`config.mk`:
```
export PLATFORM = sky130hd
export DESIGN_NAME = k2_program_loader
export DESIGN_NICKNAME = d
export VERILOG_FILES = /design/src/rtl/k2_loader_pkg.sv /design/src/rtl/k2_inst_ram.sv /design/src/rtl/k2_program_loader.sv
export SDC_FILE = /design/constraint.sdc
export NUM_CORES = 1
export LEC_CHECK = 0
export ABC_AREA = 1
export ABC_CLOCK_PERIOD_IN_PS = 2200
export CORE_ASPECT_RATIO = 2
export CORE_MARGIN = 10
export CORE_UTILIZATION = 38
export CTS_CLUSTER_SIZE = 14
export DETAILED_ROUTE_END_ITERATION = 10
export PLACE_DENSITY_LB_ADDON = 0.15
export SYNTH_ARGS = -nofsm -noshare
export SYNTH_HDL_FRONTEND = slang
export SYNTH_SLANG_ARGS = --single-unit
```
`constraint.sdc`:
```
create_clock -name clk -period 2.2 [get_ports clk]
set_input_delay 0.55 -clock clk [delete_from_list [all_inputs] [get_ports clk]]
set_output_delay 0.55 -clock clk [all_outputs]
set_load 0.01 [all_outputs]
```
`src/rtl/k2_loader_pkg.sv`:
```
// Shared types and default widths for the k2 program loader.
// Build option: K2_LOADER_CHECKSUM_EN adds the CHECK/ERROR checksum path.
package k2_loader_pkg;

  localparam int K2_INST_W = 10;
  localparam int K2_ADDR_W = 4;

  // CHECK and ERROR are only reachable when K2_LOADER_CHECKSUM_EN is defined.
  typedef enum logic [2:0] {
    IDLE  = 3'd0,
    LOAD  = 3'd1,
    CHECK = 3'd2,
    RUN   = 3'd3,
    ERROR = 3'd4
  } k2_state_e;

endpackage

```
`src/rtl/k2_inst_ram.sv`:
```
// Instruction store: synchronous write port, asynchronous read port, no reset
// so a program survives a loader reset.
module k2_inst_ram #(
  parameter int instW = 10,
  parameter int addrW = 4,
  parameter int depth = 16
) (
  input  logic             clk,
  input  logic             we,
  input  logic [addrW-1:0] waddr,
  input  logic [instW-1:0] wdata,
  input  logic [addrW-1:0] raddr,
  output logic [instW-1:0] rdata
);

  logic [instW-1:0] mem [depth];

  always_ff @(posedge clk) begin
    if (we) begin
      mem[waddr] <= wdata;
    end
  end

  assign rdata = mem[raddr];

endmodule

```
`src/rtl/k2_program_loader.sv`:
```
// Loads a program into the k2 instruction store over a valid/ready stream,
// holding the core in reset until loading completes. Option: K2_LOADER_CHECKSUM_EN.
module k2_program_loader
  import k2_loader_pkg::*;
#(
  parameter int instW = K2_INST_W,
  parameter int addrW = K2_ADDR_W,
  parameter int depth = 2 ** addrW
) (
  input  logic             clk,
  input  logic             reset,
  input  logic             load_start,
  input  logic             ld_valid,
  input  logic [instW-1:0] ld_data,
  input  logic             ld_last,
  output logic             ld_ready,
  input  logic [addrW-1:0] romaddress,
  output logic [instW-1:0] inst,
  output logic             cpu_reset,
  output logic [addrW:0]   words_loaded,
  output logic             err
);

  // Handshake: a beat transfers on a rising clk edge where ld_valid and
  // ld_ready are both high; ld_data/ld_last are ignored on any other cycle.

  k2_state_e        state;
  k2_state_e        state_nx;
  logic [addrW-1:0] cnt;
  logic             accept;
  logic             wr_en;
  logic             final_beat;
  logic             enter_load;
  logic [instW-1:0] rdata;

  assign ld_ready   = (state == LOAD) || (state == CHECK);
  assign accept     = ld_valid & ld_ready;
  assign wr_en      = accept & (state == LOAD);
  assign final_beat = ld_last | (cnt == addrW'(depth - 1));
  assign enter_load = (state_nx == LOAD) && (state != LOAD);
  assign cpu_reset  = (state != RUN);
  assign inst       = (state == RUN) ? rdata : '0;

`ifdef K2_LOADER_CHECKSUM_EN
  logic [instW-1:0] sum;
  logic             sum_match;
  logic             err_q;

  assign sum_match = (ld_data == sum);
  assign err       = err_q;
`else
  assign err = 1'b0;
`endif

  always_ff @(posedge clk) begin
    if (reset) begin
      state <= IDLE;
    end else begin
      state <= state_nx;
    end
  end

  always_comb begin
    state_nx = state;
    case (state)
      IDLE: begin
        if (load_start) state_nx = LOAD;
      end
      LOAD: begin
        if (accept && final_beat) begin
`ifdef K2_LOADER_CHECKSUM_EN
          state_nx = CHECK;
`else
          state_nx = RUN;
`endif
        end
      end
`ifdef K2_LOADER_CHECKSUM_EN
      CHECK: begin
        if (accept) state_nx = sum_match ? RUN : ERROR;
      end
      ERROR: begin
        if (load_start) state_nx = LOAD;
      end
`endif
      RUN: begin
        if (load_start) state_nx = LOAD;
      end
      default: state_nx = IDLE;
    endcase
  end

  // cnt wraps back to zero on the last-slot beat, which also leaves LOAD.
  always_ff @(posedge clk) begin
    if (reset) begin
      cnt          <= '0;
      words_loaded <= '0;
    end else if (enter_load) begin
      cnt          <= '0;
      words_loaded <= '0;
    end else if (wr_en) begin
      cnt          <= cnt + addrW'(1);
      words_loaded <= words_loaded + (addrW + 1)'(1);
    end
  end

`ifdef K2_LOADER_CHECKSUM_EN
  // The checksum beat itself is compared, never summed or stored.
  always_ff @(posedge clk) begin
    if (reset) begin
      sum   <= '0;
      err_q <= 1'b0;
    end else if (enter_load) begin
      sum   <= '0;
      err_q <= 1'b0;
    end else if (wr_en) begin
      sum <= sum + ld_data;
    end else if ((state == CHECK) && accept && !sum_match) begin
      err_q <= 1'b1;
    end
  end
`endif

  k2_inst_ram #(
    .instW(instW),
    .addrW(addrW),
    .depth(depth)
  ) u_ram (
    .clk  (clk),
    .we   (wr_en),
    .waddr(cnt),
    .wdata(ld_data),
    .raddr(romaddress),
    .rdata(rdata)
  );

endmodule

```
==> results by stage <==
Yosys:
- Each instance of the synthesized netlist takes up on average 10.1 um2.
- The cell area after synthesis is 0.00744 mm2.
- The warning count from the yosys run is 0.
- By area the synthesized netlist is led by sky130_fd_sc_hd__edfxtp_1, sky130_fd_sc_hd__nand2_1, sky130_fd_sc_hd__nand3_1, sky130_fd_sc_hd__inv_1, sky130_fd_sc_hd__dfxtp_1.
- After synthesis, the most frequently instantiated cells are sky130_fd_sc_hd__nand2_1, sky130_fd_sc_hd__edfxtp_1, sky130_fd_sc_hd__nand3_1, sky130_fd_sc_hd__inv_1, sky130_fd_sc_hd__nor2_1.
- In the synthesized netlist the dominant register cell turns out to be sky130_fd_sc_hd__edfxtp_1.
- In this run the biggest area consumer among cell types represents approximately 65% of the synthesized area.
- Of all flip-flops after synthesis, the portion carrying an async set or reset was 0%.
- In this run, synthesis produced a sequential element count of 172.
- Counting every instance in the synthesized netlist gives 735.
- The post-synthesis sequential area ratio is just under 70%.
- The number of enable-type register cells in the synthesized netlist is 160.
- Yosys instantiated no cell more often than sky130_fd_sc_hd__nand2_1.
- The library cell occupying the most area in the post-synthesis netlist is sky130_fd_sc_hd__edfxtp_1.
- In this run, distinct cell masters in the synthesized netlist total 26.

Cells and area:
- The number of filler cells placed in the layout is 1808.
- The area used by sequential logic in the layout is 0.00504 mm2.
- The final net count is 865.
- Relative to the synthesized area, the layout overhead comes to 30.2%.
- The repair_antennas step left the layout with diodes totalling 0.
- The share of layout cells above drive strength 1 is 22.2%.
- The finished layout holds 1113 standard cells, fillers aside.
- The area used by multi-input combinational logic is 0.00207 mm2.

STA:
- At the pin with the least slew margin, the transition time is between 0.7 and 0.8 ns.
- The final number of hold-violating endpoints came to 0.
- The post-route clock period utilization is 106%.
- The post-layout worst setup margin is -0.123 ns.
- Subtracting the final worst setup slack from the clock period gives about 2.3 ns.
- Setup total negative slack on the finished layout was measured at -0.727 ns.
- Setup repair after global routing could not meet its margin everywhere.
- Setup violations remaining at the end of the flow were counted as 9.
- The maximum clock rate is about 430 MHz.
- The worst slew slack as a fraction of its limit is 52.6%.
- Final hold analysis gives a worst-case slack of approximately 0.5 ns.
- The worst setup skew after layout is 0.00888 ns.
- The max-slew violation count was 0.

Place:
- The detailed-placement wirelength estimate is 13.2 mm.
- Routability-driven placement finished with a final weighted congestion of 0.828.
- The total of buffers placed on input and output ports is 35.
- The total instance count after detailed placement is approximately 1100.

Run:
- The max-cap check violation count is 0.

Worst hold path:
- The capture endpoint of the worst hold path is words_loaded[4]$_SDFFE_PP0P_.
- The worst hold path was traced through 2 stages.
- The startpoint identified for the worst hold timing path is words_loaded[4]$_SDFFE_PP0P_.
- The class of the most critical hold timing path is register to register.

Clock tree:
- Buffers inserted during clock tree synthesis total 17.
- The count of clock tree sinks is approximately 170.
- The clock passes through at most 2 buffers.
- The clock transition at the registers of the reported paths is 0.06 ns.
- The number of hold-repair buffers added at the cts stage is 0.
- The tree is rooted in a sky130_fd_sc_hd__clkbuf_16.
- The H-tree generated during clock tree synthesis spans 4 levels.
- The clock tree from TritonCTS is done.
- The clock latency reported for the late side of the worst-skew pair is approximately 0.43 ns.

Power:
- The switching power total is 1600 uW.
- Across the VDD grid, the largest voltage drop is between 500 and 600 uV.
- In this run switching power makes up 22.3% of total power.
- Power spread over the standard cell area amounts to 744 mW/mm2.
- The sequential cell fraction of total power is between 40% and 50%.
- Combinational logic burns 7.2% of the power.
- The cell internal power dissipation is 5600 uW.
- The clock network is responsible for a little over two fifths of the overall power.
- The leakage component of the power is 0.00403 uW.

Setup path:
- The worst endpoint data arrival time is 1.77 ns.
- The worst setup path is captured at an output pin.
- The number of cell instances on the worst register-to-register path is 9.
- The critical setup path kind is input pin to output pin.
- In this run the worst path has a maximum fanout of 7.
- The end of the worst register-to-register path is u_ram.mem[11][8]$_DFFE_PP_.
- The worst setup path is launched from an input pin.
- In this run the register-to-register setup slack is approximately 0.5 ns.
- The data required time of the worst path is 1.65 ns.
- The start of the worst register-to-register path is state[2]$_SDFF_PP0_.

Floorplan:
- The floorplan step set the die height to 218 um.
- The floorplan step defined a die boundary enclosing 0.0259 mm2.
- The I/O pin count is 37.
- The core box area is approximately 0.019 mm2.
- Once the floorplan was initialized, standard cells occupied 38.6% of the core.
- The die extent in x is between 100 and 150 um.
- The initialized floorplan defines 72 standard-cell rows.

Routing:
- For this block, the routed nets add up to 20.2 mm of wire.
- The number of remaining DRC errors is 0.
- In the routed layout, each cell is associated on average with a via count of around 4.8.
- The total via count in the routed design is 5337.
- The count of nets left with antenna violations once routing finished came out at 0.
- The first routing iteration left 315 violations.
- For this run, the detailed router's first-pass iteration total came to 5.
- The average detailed-routed wire length per instance is between 15 and 20 um.

Global routing:
- The number of global-route vias before repair was 5466.
- For this run the aggregate overflow at the end of global routing stands at 0.
- The first-pass GRT wire length is between 30 and 40 mm.
- The initial antenna violation count is 0.
- For this run, the total global-route usage over all layers was measured as roughly 16%.
- Entering global routing, the biggest net connects 23 pins.

Outcome:
- The final reports fail on negative setup slack.
- The flow ran to the end, but the final reports show violations.
-- flip-flops by register name, summed over array words and instances (netlist names) --
register and flops:
u_ram.mem 160, words_loaded 5, cnt 4, state 3
-- routing by layer --
metal | global-route usage, % | up-vias | wire [um]
met5 | 0 | - | 0
met4 | 8.59 | 0 | 758
met3 | 2.75 | 38 | 773
met2 | 29.2 | 123 | 11200
met1 | 15.8 | 2575 | 7430
li1 | - | 2601 | -
-- logic make-up (layout without fill, tap and decap cells) --
| logic type | after synthesis | in the layout | share of synthesized area, % |
|---|---|---|---|
| AOI/OAI and AO/OA | 24 | 24 | 1.68 |
| xor gates and xnor gates | 2 | 2 | 0.235 |
| adders and majority gates | 5 | 5 | 0.841 |
| buffers and inverters | 134 | 252 | 7.23 |
| DFF | 172 | 172 | 67.8 |
| other | 1 | 2 | 0.0504 |
| and+or+nand+nor | 397 | 397 | 22.1 |
-- through the flow --
| step | setup slack (ns) | instance area, um2 | total power, uW | util, % |
|---|---|---|---|---|
| detailed placement | -0.906 | 8560 | 4060 | 44.4 |
| floorplan | 0.196 | 7440 | 3850 | - |
| global placement | -0.929 | 8560 | 4060 | 44.4 |
| CTS | -0.144 | 9600 | 7240 | 49.8 |
| global route | -0.183 | 9690 | 7420 | 50.3 |
| finish | -0.123 | 9690 | 7200 | 50.3 |
-- cell type report --
type,count,area share (%)
sequential,172,52.1
clock buffer,18,4.43
clock inverter,14,1.87
multi-input combinational,430,21.4
inverter,101,4.15
tap,259,3.34
timing repair buffer,119,12.7
-- worst max path at each step --
| stage | depth (start not counted) | endpoint | startpoint | slack (ns) |
|---|---|---|---|---|
| CTS | 11 | inst[2] | romaddress[0] | -0.14 |
| detailed placement | 8 | inst[1] | romaddress[1] | -0.91 |
| global placement | 8 | inst[1] | romaddress[1] | -0.93 |
| global route | 11 | inst[8] | romaddress[0] | -0.18 |
| floorplan | 8 | inst[7] | romaddress[0] | 0.20 |
| finish | 11 | inst[2] | romaddress[0] | -0.12 |
-- worst max-delay path: stages --
cell                      delay (ns)
sky130_fd_sc_hd__buf_12         0.10
sky130_fd_sc_hd__buf_12         0.16
sky130_fd_sc_hd__buf_12         0.15
sky130_fd_sc_hd__buf_8          0.12
sky130_fd_sc_hd__nand2_2        0.05
sky130_fd_sc_hd__nand2_2        0.08
sky130_fd_sc_hd__nand2_1        0.06
sky130_fd_sc_hd__nand3_1        0.07
sky130_fd_sc_hd__nand3_1        0.08
sky130_fd_sc_hd__a21oi_2        0.18
sky130_fd_sc_hd__buf_4          0.16
-- repair_timing --
| item | in CTS | in global routing |
|---|---|---|
| pin swaps | 32 | 10 |
| gates resized for setup | 129 | 17 |
| setup buffers | 8 | 2 |
| setup endpoints to repair | 12 | 10 |
| cloned | 5 | 0 |
-- layout by cell type, fill, tap and decap left out, drive strengths merged --
master,Yosys,final
xnor2,1,1
a22oi,1,1
ha,5,5
dlygate4sd2,0,4
clkinvlp,0,1
nand2,268,268
clkinv,1,5
clkdlybuf4s50,0,19
or2,2,2
bufinv,0,3
conb,1,2
a21oi,19,19
inv,100,106
o21ai,3,3
nand3,103,103
o31ai,1,1
dfxtp,12,12
edfxtp,160,160
nor3,2,2
nor2,22,22
clkbuf,13,18
buf,20,96
xor2,1,1
-- power by group through the flow --
stage / Clock [uW] / Sequential (uW) / Combinational (uW)
2_1_floorplan: 0 / 3650 / 201
3_3_place_gp: 0 / 3650 / 408
3_5_place_dp: 0 / 3650 / 411
4_1_cts: 3160 / 3580 / 506
5_1_grt: 3280 / 3580 / 564
6_report: 3110 / 3580 / 521
(Power assumes the default switching activity.)
